[config.mk]
export PLATFORM = sky130hd
export DESIGN_NAME = inert_cfg_seq
export DESIGN_NICKNAME = d
export VERILOG_FILES = /design/src/rtl/knight_pkg.sv /design/src/rtl/int_sync.sv /design/src/rtl/inert_cfg_seq.sv
export SDC_FILE = /design/constraint.sdc
export NUM_CORES = 1
export LEC_CHECK = 0
export BUFFER_PORTS_ARGS = -buffer_cell sky130_fd_sc_hd__buf_2
export CAP_MARGIN = 20
export CORE_MARGIN = 2
export CORE_UTILIZATION = 48
export DETAILED_ROUTE_END_ITERATION = 6
export GPL_ROUTABILITY_DRIVEN = 0
export GPL_TIMING_DRIVEN = 0
export PLACE_DENSITY = 0.75
export SLEW_MARGIN = 20
export SYNTH_ARGS = -nofsm -noshare
export SYNTH_HDL_FRONTEND = slang
export SYNTH_HIERARCHICAL = 1
export SYNTH_SLANG_ARGS = --single-unit
[constraint.sdc]
create_clock -name clk -period 1.7 [get_ports clk]
set_input_delay 0 -clock clk [delete_from_list [all_inputs] [get_ports clk]]
set_output_delay 0 -clock clk [all_outputs]
set_load 0.005 [all_outputs]
[src/rtl/knight_pkg.sv]
// ---------------------------------------------------------------------------
// knight_pkg
// Shared definitions for the NEMO inertial-sensor configuration sequencer:
// the sequencer state encoding and the SPI command words written to the
// sensor. Command words are {R/W + addr[7:0], data[7:0]}.
// ---------------------------------------------------------------------------
package knight_pkg;

    typedef enum logic [2:0] {
        ST_PWR_WAIT,
        ST_CFG_INT,
        ST_CFG_GYRO,
        ST_CFG_RND,
        ST_IDLE,
        ST_RD_YL,
        ST_RD_YH
    } state_t;

    // Configuration writes, issued once after power-up
    localparam logic [15:0] CMD_INT_CFG  = 16'h0D02;  // data-ready interrupt enable
    localparam logic [15:0] CMD_GYRO_CFG = 16'h1160;  // gyro rate / range
    localparam logic [15:0] CMD_RND_CFG  = 16'h1440;  // rounding control

    // Yaw-rate reads (bit 15 set = read)
    localparam logic [15:0] CMD_RD_YAWL  = 16'hA600;
    localparam logic [15:0] CMD_RD_YAWH  = 16'hA700;

endpackage

[src/rtl/int_sync.sv]
// ---------------------------------------------------------------------------
// int_sync
// Two-flop synchronizer bringing an asynchronous level into the clk domain.
// Output follows the input with two cycles of latency.
//
// Ports
//   clk       system clock
//   rst_n     asynchronous active-low reset (both flops clear to 0)
//   async_in  asynchronous input level
//   sync_out  synchronized level
// ---------------------------------------------------------------------------
module int_sync (
    input  logic clk,
    input  logic rst_n,
    input  logic async_in,
    output logic sync_out
);

    logic meta;

    // NOTE: non-blocking assignments make both flops sample their pre-edge
    // inputs; with blocking assignments the chain would collapse into one flop.
    always_ff @(posedge clk or negedge rst_n) begin
        if (!rst_n) begin
            meta     <= 1'b0;
            sync_out <= 1'b0;
        end else begin
            meta     <= async_in;
            sync_out <= meta;
        end
    end

endmodule

[src/rtl/inert_cfg_seq.sv]
// ---------------------------------------------------------------------------
// inert_cfg_seq
// Drives an external SPI master to configure the NEMO inertial sensor after
// power-up, then reads the 16-bit signed yaw rate each time the sensor
// raises its data-ready interrupt.
//
// Parameters
//   PWR_WAIT   clk cycles to wait after reset release before the first write
//
// Ports
//   clk        system clock, rising edge
//   rst_n      asynchronous active-low reset
//   INT        sensor data-ready interrupt (asynchronous)
//   done       SPI transaction-complete pulse
//   rd_data    SPI read data, valid while done=1
//   wrt        SPI start strobe (1-cycle pulse)
//   cmd        SPI command word, held from wrt until the next wrt
//   init_done  high once all configuration writes have completed
//   yaw_rt     signed yaw rate {yawH, yawL}
//   vld        1-cycle pulse in the cycle yaw_rt updates
// ---------------------------------------------------------------------------
module inert_cfg_seq
    import knight_pkg::*;
#(
    parameter logic [15:0] PWR_WAIT = 16'hFFFF
) (
    input  logic        clk,
    input  logic        rst_n,
    input  logic        INT,
    input  logic        done,
    input  logic [15:0] rd_data,
    output logic        wrt,
    output logic [15:0] cmd,
    output logic        init_done,
    output logic [15:0] yaw_rt,
    output logic        vld
);

    state_t      state, state_nxt;
    logic [15:0] pwr_cnt, pwr_cnt_nxt;
    logic        busy, busy_nxt;          // a wrt has been issued, its done not yet seen
    logic [7:0]  yaw_l, yaw_l_nxt;
    logic        wrt_nxt;
    logic [15:0] cmd_nxt;
    logic        init_done_nxt;
    logic [15:0] yaw_rt_nxt;
    logic        vld_nxt;
    logic        int_s;
    logic        done_ok;

    // Only the low byte of each read carries register data
    logic        rd_hi_unused;
    assign rd_hi_unused = ^rd_data[15:8];

    int_sync u_int_sync (
        .clk      (clk),
        .rst_n    (rst_n),
        .async_in (INT),
        .sync_out (int_s)
    );

    // A done with nothing outstanding is stray and must not advance the FSM
    assign done_ok = done & busy;

    always_ff @(posedge clk or negedge rst_n) begin
        if (!rst_n) begin
            state     <= ST_PWR_WAIT;
            pwr_cnt   <= '0;
            busy      <= 1'b0;
            yaw_l     <= '0;
            wrt       <= 1'b0;
            cmd       <= '0;
            init_done <= 1'b0;
            yaw_rt    <= '0;
            vld       <= 1'b0;
        end else begin
            state     <= state_nxt;
            pwr_cnt   <= pwr_cnt_nxt;
            busy      <= busy_nxt;
            yaw_l     <= yaw_l_nxt;
            wrt       <= wrt_nxt;
            cmd       <= cmd_nxt;
            init_done <= init_done_nxt;
            yaw_rt    <= yaw_rt_nxt;
            vld       <= vld_nxt;
        end
    end

    // NOTE: every signal driven here gets a default first, so no path through
    // the case statement leaves one unassigned and infers a latch.
    always_comb begin
        state_nxt     = state;
        pwr_cnt_nxt   = pwr_cnt;
        busy_nxt      = busy & ~done;
        yaw_l_nxt     = yaw_l;
        wrt_nxt       = 1'b0;
        cmd_nxt       = cmd;
        init_done_nxt = init_done;
        yaw_rt_nxt    = yaw_rt;
        vld_nxt       = 1'b0;

        case (state)
            ST_PWR_WAIT: begin
                // Compare before incrementing: the counter stops at PWR_WAIT
                // and can never wrap, even for PWR_WAIT = 16'hFFFF.
                if (pwr_cnt == PWR_WAIT) begin
                    wrt_nxt   = 1'b1;
                    cmd_nxt   = CMD_INT_CFG;
                    state_nxt = ST_CFG_INT;
                end else begin
                    pwr_cnt_nxt = pwr_cnt + 16'd1;
                end
            end
            ST_CFG_INT: begin
                if (done_ok) begin
                    wrt_nxt   = 1'b1;
                    cmd_nxt   = CMD_GYRO_CFG;
                    state_nxt = ST_CFG_GYRO;
                end
            end
            ST_CFG_GYRO: begin
                if (done_ok) begin
                    wrt_nxt   = 1'b1;
                    cmd_nxt   = CMD_RND_CFG;
                    state_nxt = ST_CFG_RND;
                end
            end
            ST_CFG_RND: begin
                if (done_ok) begin
                    init_done_nxt = 1'b1;
                    state_nxt     = ST_IDLE;
                end
            end
            ST_IDLE: begin
                if (int_s && !busy) begin
                    wrt_nxt   = 1'b1;
                    cmd_nxt   = CMD_RD_YAWL;
                    state_nxt = ST_RD_YL;
                end
            end
            ST_RD_YL: begin
                if (done_ok) begin
                    yaw_l_nxt = rd_data[7:0];
                    wrt_nxt   = 1'b1;
                    cmd_nxt   = CMD_RD_YAWH;
                    state_nxt = ST_RD_YH;
                end
            end
            ST_RD_YH: begin
                if (done_ok) begin
                    yaw_rt_nxt = {rd_data[7:0], yaw_l};
                    vld_nxt    = 1'b1;
                    state_nxt  = ST_IDLE;
                end
            end
            default: state_nxt = ST_PWR_WAIT;
        endcase

        if (wrt_nxt) begin
            busy_nxt = 1'b1;
        end
    end

endmodule

==> impl_metrics.env <==
export IMPL_run_status="finished, violations left"
export IMPL_failed_checks="negative setup slack"
export IMPL_timing_worst_slew_pin_value_ns=0.682
export IMPL_cts_max_level=2
export IMPL_fin_util=0.694
export IMPL_clock_sinks=55
export IMPL_period_share=1.08
export IMPL_critical_path_endpoint_type="flip-flop"
export IMPL_grt_overflow=0
export IMPL_layout_commonest_cell="sky130_fd_sc_hd__dfrtp_1"
export IMPL_multi_input_area_um2=1060
export IMPL_yosysSeqAreaShare=0.570
export IMPL_synth_avg_cell_area_um2=12.5
export IMPL_synth_largest_type_area_fraction=0.570
export IMPL_synth_area_top_cells="sky130_fd_sc_hd__dfrtp_1 (57%), sky130_fd_sc_hd__mux2_2 (11%), sky130_fd_sc_hd__buf_4 (3.1%), sky130_fd_sc_hd__xor2_1 (2.9%), sky130_fd_sc_hd__xnor2_1 (2.2%)"
export IMPL_drc_viols=0
export IMPL_die_area_um2=5620
export IMPL_library_cell_with_the_largest_summed_area_after_synthesis="sky130_fd_sc_hd__dfrtp_1"
export IMPL_critical_path_startpoint_type="flip-flop"
export IMPL_dpl_hpwl_um=2800
export IMPL_die_width_um=74.9
export IMPL_synth_cell_area_um2=2420
export IMPL_stdcell_area_um2=3320
export IMPL_postSynthCellCount=193
export IMPL_grt_setup_unrepaired="yes"
export IMPL_synth_async_sr_flop_share=1.00
export IMPL_worstPathArrival_ns=2.04
export IMPL_tritoncts="yes"
export IMPL_core_area_um2=4790
export IMPL_count_of_vias_placed_by_the_detailed_router=1717
export IMPL_cts_path_max_buffers=2
export IMPL_power_leakage_uw=0.00170
export IMPL_maxSlewViolCount=0
export IMPL_totalWireLength_um=4970
export IMPL_cp_data_required_time_ns=1.90
export IMPL_vdd_ir_drop_worst_v=0.000772
export IMPL_floorplan_die_height_um=74.9
export IMPL_clk_insertion_delay_late_ns=0.31
export IMPL_antenna_cells_inserted=0
export IMPL_antenna_violations_before_repair=0
export IMPL_layout_min_cycle_time_ns=1.84
export IMPL_synth_seq_cells=55
export IMPL_syn2layout_area_growth_pct=37.4
export IMPL_fmax_mhz=543
export IMPL_non_filler_instance_count_after_layout=351
export IMPL_report_power_total_uw=4520
export IMPL_ios=55
export IMPL_mostFrequentLayoutCells="sky130_fd_sc_hd__dfrtp_1 (50), sky130_fd_sc_hd__buf_2 (38), sky130_fd_sc_hd__buf_4 (36)"
export IMPL_crit_path_max_fanout=7
export IMPL_detail_route_vias_per_cell=4.89
export IMPL_power_density_nw_per_um2=1360
export IMPL_worst_hold_path_type="in2async"
export IMPL_fin_setup_tns_ns=-1.08
export IMPL_detail_route_first_pass_iterations=4
export IMPL_io_buffers=39
export IMPL_setup_violations=20
export IMPL_placed_area_um2=2720
export IMPL_synth_enable_flop_cells=0
export IMPL_pin_count_of_the_biggest_net_entering_global_routing=56
export IMPL_drive_gt1_frac=0.521
export IMPL_clk_transition_reported_paths_ns=0.10
export IMPL_wire_per_inst_um=14.2
export IMPL_numPlacedInstances=304
export IMPL_synthFlopType="sky130_fd_sc_hd__dfrtp_1"
export IMPL_post_synth_num_cell_types=44
export IMPL_cts_inserted_buffers=5
export IMPL_grt_first_pass_wirelength_um=7780
export IMPL_drv_cap=0
export IMPL_fin_skew_ns=0.0100
export IMPL_cts_root_buffer="sky130_fd_sc_hd__clkbuf_8"
export IMPL_final_hold_viol_count=0
export IMPL_layout_area_seq_um2=1380
export IMPL_floorplan_rows=25
export IMPL_first_iter_violations=102
export IMPL_floorplan_initialDensity=0.505
export IMPL_grt_util_all_layers=0.189
export IMPL_finish_net_count=304
export IMPL_number_of_global_route_vias_before_repair=1617
export IMPL_synthesis_yosys_warnings=6
export IMPL_antenna_left=0
export IMPL_layout_filler_cells=343
export IMPL_pnr_worst_setup_slack_ns=-0.142
export IMPL_setup_worst_path_class="reg2reg"
export IMPL_relSlewSlack=0.545
-- registers in the layout, summed over array words and instances (netlist names) --
register,cells
state,3
vld,1
cmd,6
wrt,1
u_int_sync/sync_out,1
pwr_cnt,16
yaw_l,8
busy,1
u_int_sync/meta,1
yaw_rt,16
init_done,1
-- layout make-up --
type | count | area share
Buffer | 15 | 0.0335
Clock buffer | 6 | 0.0219
Clock inverter | 2 | 0.0117
Inverter | 8 | 0.00905
Multi-Input combinational cell | 119 | 0.319
Sequential cell | 55 | 0.417
Tap cell | 67 | 0.0253
Timing Repair Buffer | 79 | 0.163
-- worst max-delay path, stage by stage, from the launching register on --
cell	delay [ns]
sky130_fd_sc_hd__dfrtp_1	0.41
sky130_fd_sc_hd__ha_4	0.17
sky130_fd_sc_hd__nand2_4	0.06
sky130_fd_sc_hd__or3_4	0.36
sky130_fd_sc_hd__o31ai_4	0.25
sky130_fd_sc_hd__buf_6	0.17
sky130_fd_sc_hd__mux2_4	0.31
-- final timing paths --
kind,from,to,slack [ns],cells past startpoint
worst max-delay path,pwr_cnt[0],pwr_cnt[1],-0.14,6
worst min register to register,u_int_sync/meta,u_int_sync/sync_out,0.37,0
worst min-delay path,rst_n,pwr_cnt[6],0.27,2
max in group asynchronous,rst_n,state[0],0.95,2
worst max register to register,pwr_cnt[0],pwr_cnt[1],-0.14,6
min in group clk,INT,u_int_sync/meta,0.33,2
-- per-stage QoR --
stage	setup WS, ns	hold slack, ns
5_1_grt	-0.189	0.333
2_1_floorplan	-0.0556	-0.296
3_5_place_dp	-0.234	0.0876
4_1_cts	-0.113	0.293
6_report	-0.142	0.267
3_3_place_gp	-0.216	0.111
-- power by group --
part	internal [uW]	switching, uW
Combinational	980	730
Sequential	1670	268
Clock	445	430
Total	3090	1430
-- synthesized netlist by cell type (2+ instances only) --
master and instances:
sky130_fd_sc_hd__or3_1 2, sky130_fd_sc_hd__xnor2_1 6, sky130_fd_sc_hd__nand4_1 3, sky130_fd_sc_hd__nor3_2 2, sky130_fd_sc_hd__nor3_1 5, sky130_fd_sc_hd__a21oi_1 5
sky130_fd_sc_hd__o21bai_1 2, sky130_fd_sc_hd__dfrtp_1 55, sky130_fd_sc_hd__nor2_1 9, sky130_fd_sc_hd__nand2_1 9, sky130_fd_sc_hd__o21ai_0 5, sky130_fd_sc_hd__nand3_1 8
sky130_fd_sc_hd__inv_1 8, sky130_fd_sc_hd__mux2_2 24, sky130_fd_sc_hd__nor2_2 2, sky130_fd_sc_hd__buf_2 3, sky130_fd_sc_hd__buf_4 10, sky130_fd_sc_hd__clkbuf_1 2
sky130_fd_sc_hd__xor2_1 8
-- logic make-up after synthesis --
logic type               after synthesis  share of synthesized area
XOR/XNOR                              14                     0.0508
multiplexers                          26                      0.122
flip-flops                            55                      0.570
buffers and inverters                 24                     0.0549
adder cells (fa/ha/maj)                1                    0.00518
AO/OA/AOI/OAI                         22                     0.0715
other                                  1                    0.00155
AND/OR/NAND/NOR                       50                      0.124
-- routing by layer --
metal	wire length [um]	up-vias	track usage
met1	2240	845	0.249
met4	78	0	0.0774
met3	158	7	0.0348
met5	0	-	0
met2	2500	37	0.309
li1	-	828	-
-- timing repair --
item	4_1_cts	5_1_grt
gates cloned	0	0
hold endpoints to repair	73	0
pin swaps	9	4
endpoints found under the setup margin	32	31
gates resized for setup	21	19
setup buffers	23	6
hold buffers	11	0
Note: power is estimated with default switching activity, not from simulation.
